[config.mk]
export PLATFORM = sky130hd
export DESIGN_NAME = esm_issue_feeder
export DESIGN_NICKNAME = d
export VERILOG_FILES = /design/src/rtl/esm_pkg.sv /design/src/rtl/esm_ctrl_decode.sv /design/src/rtl/esm_issue_feeder.sv
export SDC_FILE = /design/constraint.sdc
export NUM_CORES = 1
export LEC_CHECK = 0
export ABC_AREA = 1
export CAP_MARGIN = 30
export CORE_MARGIN = 2
export CORE_UTILIZATION = 40
export CTS_CLUSTER_SIZE = 40
export DETAILED_ROUTE_END_ITERATION = 8
export DONT_BUFFER_PORTS = 1
export SLEW_MARGIN = 20
export SYNTH_ARGS = -nofsm -noshare
export SYNTH_HDL_FRONTEND = slang
export SYNTH_SLANG_ARGS = --single-unit
[constraint.sdc]
create_clock -name clk -period 5.1 [get_ports clk]
set_clock_uncertainty 0.1 [all_clocks]
set_input_delay 0.765 -clock clk [delete_from_list [all_inputs] [get_ports clk]]
set_output_delay 0.765 -clock clk [all_outputs]
set_load 0.005 [all_outputs]
[src/rtl/esm_pkg.sv]
// esm_pkg: definitions shared by the ESM issue path and ESM-side checkers.
//   - RV32 opcode constants recognised by the control decoder
//   - NOP_WORD bubble instruction (addi x0,x0,0)
//   - instruction field slice positions
//   - issue-slot selection used by the feeder's output register
package esm_pkg;

    localparam logic [6:0] OP_R   = 7'b0110011;
    localparam logic [6:0] OP_I   = 7'b0010011;
    localparam logic [6:0] OP_LD  = 7'b0000011;
    localparam logic [6:0] OP_ST  = 7'b0100011;
    localparam logic [6:0] OP_BR  = 7'b1100011;
    localparam logic [6:0] OP_LUI = 7'b0110111;
    localparam logic [6:0] OP_JAL = 7'b1101111;

    localparam logic [31:0] NOP_WORD = 32'h00000013;

    localparam int unsigned OPC_MSB = 6;
    localparam int unsigned OPC_LSB = 0;
    localparam int unsigned RD_MSB  = 11;
    localparam int unsigned RD_LSB  = 7;
    localparam int unsigned RS1_MSB = 19;
    localparam int unsigned RS1_LSB = 15;
    localparam int unsigned RS2_MSB = 24;
    localparam int unsigned RS2_LSB = 20;

    // What the issue register loads on the coming edge.
    typedef enum logic [1:0] {
        ISS_KEEP   = 2'd0,
        ISS_POP    = 2'd1,
        ISS_BUBBLE = 2'd2
    } issue_sel_e;

endpackage

[src/rtl/esm_ctrl_decode.sv]
// esm_ctrl_decode: purely combinational opcode -> control decode.
// Ports:
//   opcode_i   [6:0]  instruction opcode field
//   RegWrite_o        destination register write enable
//   ALUSrc_o          ALU operand B takes the immediate
// Unknown opcodes decode to no write and register operand.
module esm_ctrl_decode
    import esm_pkg::*;
(
    input  logic [6:0] opcode_i,
    output logic       RegWrite_o,
    output logic       ALUSrc_o
);

    always_comb begin
        RegWrite_o = 1'b0;
        ALUSrc_o   = 1'b0;
        unique case (opcode_i)
            OP_R:    begin RegWrite_o = 1'b1; ALUSrc_o = 1'b0; end
            OP_I:    begin RegWrite_o = 1'b1; ALUSrc_o = 1'b1; end
            OP_LD:   begin RegWrite_o = 1'b1; ALUSrc_o = 1'b1; end
            OP_ST:   begin RegWrite_o = 1'b0; ALUSrc_o = 1'b1; end
            OP_BR:   begin RegWrite_o = 1'b0; ALUSrc_o = 1'b0; end
            OP_LUI:  begin RegWrite_o = 1'b1; ALUSrc_o = 1'b1; end
            OP_JAL:  begin RegWrite_o = 1'b1; ALUSrc_o = 1'b0; end
            default: begin RegWrite_o = 1'b0; ALUSrc_o = 1'b0; end
        endcase
    end

endmodule

[src/rtl/esm_issue_feeder.sv]
// esm_issue_feeder: FIFO-buffered instruction source for the ESM scheduler.
// Accepts words from the loader over in_valid/in_ready and issues one registered
// instruction per unheld clock, with decoded RegWrite/ALUSrc. An empty FIFO issues
// the NOP bubble with issue_valid=0. There is no empty bypass: minimum latency is
// two edges from acceptance to Instr_out.
// Ports:
//   clk, rst              clock, asynchronous active-high reset
//   in_valid, in_instr    loader word and its valid
//   in_ready              FIFO not full (from registered count)
//   hold                  freeze issue; pushes still proceed
//   flush                 empty the FIFO and issue a bubble; beats push/pop/hold
//   Instr_out             instruction towards ESM Instr_in
//   RegWrite, ALUSrc      decode of Instr_out
//   issue_valid           Instr_out is a real instruction
//   fifo_count            current occupancy
module esm_issue_feeder #(
    parameter int unsigned Instruction_word_size = 32,
    parameter int unsigned DEPTH                 = 8,
    parameter logic [Instruction_word_size-1:0] NOP_WORD = esm_pkg::NOP_WORD
) (
    input  logic                             clk,
    input  logic                             rst,
    input  logic                             in_valid,
    input  logic [Instruction_word_size-1:0] in_instr,
    output logic                             in_ready,
    input  logic                             hold,
    input  logic                             flush,
    output logic [Instruction_word_size-1:0] Instr_out,
    output logic                             RegWrite,
    output logic                             ALUSrc,
    output logic                             issue_valid,
    output logic [$clog2(DEPTH):0]           fifo_count
);

    import esm_pkg::*;

    localparam int unsigned W  = Instruction_word_size;
    localparam int unsigned AW = $clog2(DEPTH);
    localparam logic [AW:0] FULL_CNT = DEPTH[AW:0];

    logic [W-1:0]  mem_q [DEPTH];
    logic [AW-1:0] wr_ptr_q, wr_ptr_d;
    logic [AW-1:0] rd_ptr_q, rd_ptr_d;
    logic [AW:0]   count_q, count_d;

    logic [W-1:0]  instr_q, instr_d;
    logic          regwrite_q, regwrite_d;
    logic          alusrc_q, alusrc_d;
    logic          valid_q, valid_d;

    logic          push;
    logic          pop;
    logic [W-1:0]  head_word;
    logic          head_rw;
    logic          head_as;
    issue_sel_e    sel;

    assign in_ready   = (count_q != FULL_CNT);
    assign fifo_count = count_q;

    assign Instr_out   = instr_q;
    assign RegWrite    = regwrite_q;
    assign ALUSrc      = alusrc_q;
    assign issue_valid = valid_q;

    // in_ready comes from the registered count, so a pop while full cannot make
    // room for a push on the same edge.
    assign push = in_valid && in_ready && !flush;
    assign pop  = !flush && !hold && (count_q != '0);

    assign head_word = mem_q[rd_ptr_q];

    esm_ctrl_decode u_decode (
        .opcode_i   (head_word[OPC_MSB:OPC_LSB]),
        .RegWrite_o (head_rw),
        .ALUSrc_o   (head_as)
    );

    // ---------------- FIFO pointers and occupancy ----------------
    always_comb begin
        wr_ptr_d = wr_ptr_q;
        rd_ptr_d = rd_ptr_q;
        count_d  = count_q;
        if (flush) begin
            wr_ptr_d = '0;
            rd_ptr_d = '0;
            count_d  = '0;
        end else begin
            if (push) wr_ptr_d = wr_ptr_q + 1'b1;
            if (pop)  rd_ptr_d = rd_ptr_q + 1'b1;
            unique case ({push, pop})
                2'b10:   count_d = count_q + 1'b1;
                2'b01:   count_d = count_q - 1'b1;
                default: count_d = count_q;
            endcase
        end
    end

    always_ff @(posedge clk or posedge rst) begin
        if (rst) begin
            wr_ptr_q <= '0;
            rd_ptr_q <= '0;
            count_q  <= '0;
        end else begin
            wr_ptr_q <= wr_ptr_d;
            rd_ptr_q <= rd_ptr_d;
            count_q  <= count_d;
        end
    end

    // Storage carries no reset; contents are meaningless until written.
    always_ff @(posedge clk) begin
        if (push) mem_q[wr_ptr_q] <= in_instr;
    end

    // ---------------- issue register ----------------
    always_comb begin
        sel = ISS_KEEP;
        if (flush) begin
            sel = ISS_BUBBLE;
        end else if (!hold) begin
            sel = (count_q != '0) ? ISS_POP : ISS_BUBBLE;
        end
    end

    always_comb begin
        instr_d    = instr_q;
        regwrite_d = regwrite_q;
        alusrc_d   = alusrc_q;
        valid_d    = valid_q;
        unique case (sel)
            ISS_POP: begin
                instr_d    = head_word;
                regwrite_d = head_rw;
                alusrc_d   = head_as;
                valid_d    = 1'b1;
            end
            ISS_BUBBLE: begin
                instr_d    = NOP_WORD;
                regwrite_d = 1'b0;
                alusrc_d   = 1'b0;
                valid_d    = 1'b0;
            end
            default: begin
            end
        endcase
    end

    always_ff @(posedge clk or posedge rst) begin
        if (rst) begin
            instr_q    <= NOP_WORD;
            regwrite_q <= 1'b0;
            alusrc_q   <= 1'b0;
            valid_q    <= 1'b0;
        end else begin
            instr_q    <= instr_d;
            regwrite_q <= regwrite_d;
            alusrc_q   <= alusrc_d;
            valid_q    <= valid_d;
        end
    end

endmodule

==> out/qor.yml <==
yosysTopAreaCell: "edfxtp_1"
antennaDiodeCount: 0
slowest_stage: "dfrtp_1"
wl_met3_um: 1600
p_per_area_nw_per_um2: 473
hpwl_um: 15300
cp-startpoint: "fifo_count[3]"
post_synth_num_cell_types: 31
start_util: 0.407
grt_pass1_vias: 7204
end_kind: "register"
insertion_delay_ns: 0.57
dieArea_um2: 31500
grt_use_total: 0.174
drive_gt1_frac: 0.0980
power_w: 0.00639
worst_slack_ns: 2.28
hp-class: "primary input to register"
grt_start_max_net_pins: 99
irDropWorstVdd_uv: 284
synth_seq_cells: 301
highest_layer: "met4"
antenna_found_initial: 0
viasPerCell: 5.34
yosys-top-cells-area: "edfxtp_1, dfrtp_1, o21ai_0, nand2_1, nor2_1"
status: "finished, final reports clean"
cp_data_required_time_ns: 5.45
path_max_fanout: 19
final_common_cell: "edfxtp_1"
root_buffer: "clkbuf_16"
path_class: "register to register"
grt_pass1_wl_um: 42200
ys_seq_area_frac: 0.732
vias: 7205
cts.sinks: 301
worst_pin_slew_ns: 0.933
port_buffers: 0
cp_data_arrival_time_ns: 3.17
routed_wl_um: 26800
slew_violations: 0
clk_pin_slew_ns: 0.06
syn_to_final_growth_pct: 12.1
avgSynthCellArea_um2: 12.8
cp_cell_sequence: "inv_1 -> nand3_1 -> nand2_1 -> nor2_4 -> buf_4 -> nand2_1 -> inv_1 -> ha_1 -> inv_1 -> nor2_1 -> nor2_1 -> nand3b_1 -> nand3_1 -> nand2_1"
worst_hold_slack_ns: 0.188
routabilityCongestion: 0.747
max_freq_mhz: 355
startpoint_type: "register"
wl_met2_um: 12500
wl_per_cell_um: 19.9
synthCells: 938
dieHeight_um: 178
drcViolationCount: 0
pre_cts_ws_ns: 2.03
die_x_um: 178
mostFrequentLayoutCells: "edfxtp_1, nand2_1, nor2_1"
maxCapViolations: 0
ios: 77
hold_start: "in_instr[13]"
slowest_delay_ns: 0.45
drtIter0Drc: 678
synth.yosys.warnings: 0
cts_max_path_buffers: 3
min_period_ns: 2.82
final_cell_area_um2: 13500
rows: 63
final.setup.tns_ns: 0
yosysTopAreaCellShare: 0.638
core_area_um2: 29600
max_slew_margin: 0.378
drt-met1-wl_um: 12100
rsz0062_at_grt: "no"
p_leak_nw: 4.85
cts_tree: "yes"
finalSetupViolCount: 0
syn_area_um2: 12100
fin_nets: 975
syn-num-nets: 979
grt_overflow: 0
post-route-period-util: 0.553
dr.pass1.iters: 5
fill_cells: 2682
cts_max_level: 1
cts_made_buffers: 31
rr_startpoint: "fifo_count[3]"
post_dp_cell_area_um2: 12500
postRouteAntennaNets: 0
hold_viol_final: 0
==> timing repair <==
action | 4_1_cts | 5_1_grt
hold buffers | 1 | 0
hold endpoints to repair | 11 | 0
buffers inserted | 0 | 0
resized for setup | 0 | 0
==> area by class of cell <==
class | count | area [um^2] | area share
clock buffers | 43 | 861 | 0.0638
clock inverters | 15 | 168 | 0.0124
inverters | 72 | 273 | 0.0202
multi-input cells | 510 | 2690 | 0.199
flip-flops and latches | 301 | 8820 | 0.653
well taps | 390 | 488 | 0.0361
repair buffers | 18 | 198 | 0.0146
==> sequential cells by signal, indices dropped and copies added (netlist names) <==
signal       count
issue_valid      1
mem_q          256
fifo_count       4
ALUSrc           1
RegWrite         1
wr_ptr_q         3
Instr_out       32
rd_ptr_q         3
==> synth_stat cells <==
cell type,count
o22ai_1,1
buf_6,13
nor2_1,119
dfstp_2,3
inv_1,68
nand3_1,40
nand3_2,1
a31oi_1,2
buf_2,10
inv_2,1
edfxtp_1,256
nand2_1,135
inv_4,1
nor2_4,1
o221ai_1,50
buf_4,3
o21bai_1,2
nand2_2,8
o21ai_1,6
o21ai_0,107
ha_1,4
buf_8,1
dfrtp_1,42
nand3b_1,1
nor2_2,2
nand4_1,1
clkbuf_1,28
clkinv_1,2
xor2_1,2
a32o_1,25
a21oi_1,3
==> critical path, delay by kind of cell, from the launching register on <==
kind / cells / cell delay (ns)
adders and majority gates: 1 / 0.24
buffers and inverters: 4 / 0.67
DFF: 1 / 0.45
and+or+nand+nor: 9 / 1.23
==> cells by family (layout without fill, tap and decap cells) <==
group                    after synthesis  after routing  synth area share
AND/OR/NAND/NOR                      308            308             0.104
flip-flops                           301            301             0.732
AO/OA/AOI/OAI                        196            196             0.108
buffers and inverters                127            148            0.0508
adder cells (fa/ha/maj)                4              4           0.00415
XOR/XNOR                               2              2           0.00145
==> worst paths after layout <==
| path | endpoint | slack, ns | depth (start not counted) |
|---|---|---|---|
| worst min register to register | issue_valid | 0.40 | 2 |
| max in group asynchronous | rd_ptr_q[0] | 3.57 | 3 |
| worst min-delay path | mem_q[1][13] | 0.19 | 0 |
| worst max register to register | fifo_count[3] | 2.28 | 14 |
| min in group asynchronous | fifo_count[0] | 0.51 | 2 |
| worst max-delay path | fifo_count[3] | 2.28 | 14 |
==> stage by stage <==
step | instances | utilization
floorplan | 938 | -
global route | 1349 | 0.456
CTS | 1349 | 0.456
finish | 1349 | 0.456
detailed placement | 1290 | 0.421
global placement | 1287 | 0.418
==> power by group <==
group          total [W]  internal (W)  switching [W]
Sequential       0.00298       0.00284       0.000147
Clock            0.00225       0.00133       0.000920
Combinational    0.00115      0.000349       0.000802
Total            0.00639       0.00452        0.00187
==> per-layer routing <==
metal  global-route usage  up-vias
li1                     -     3382
met4               0.0427        0
met1                0.240     3581
met3               0.0349       44
met5                    0        -
met2                0.284      198
No activity file was read; power rests on OpenSTA's default activity.
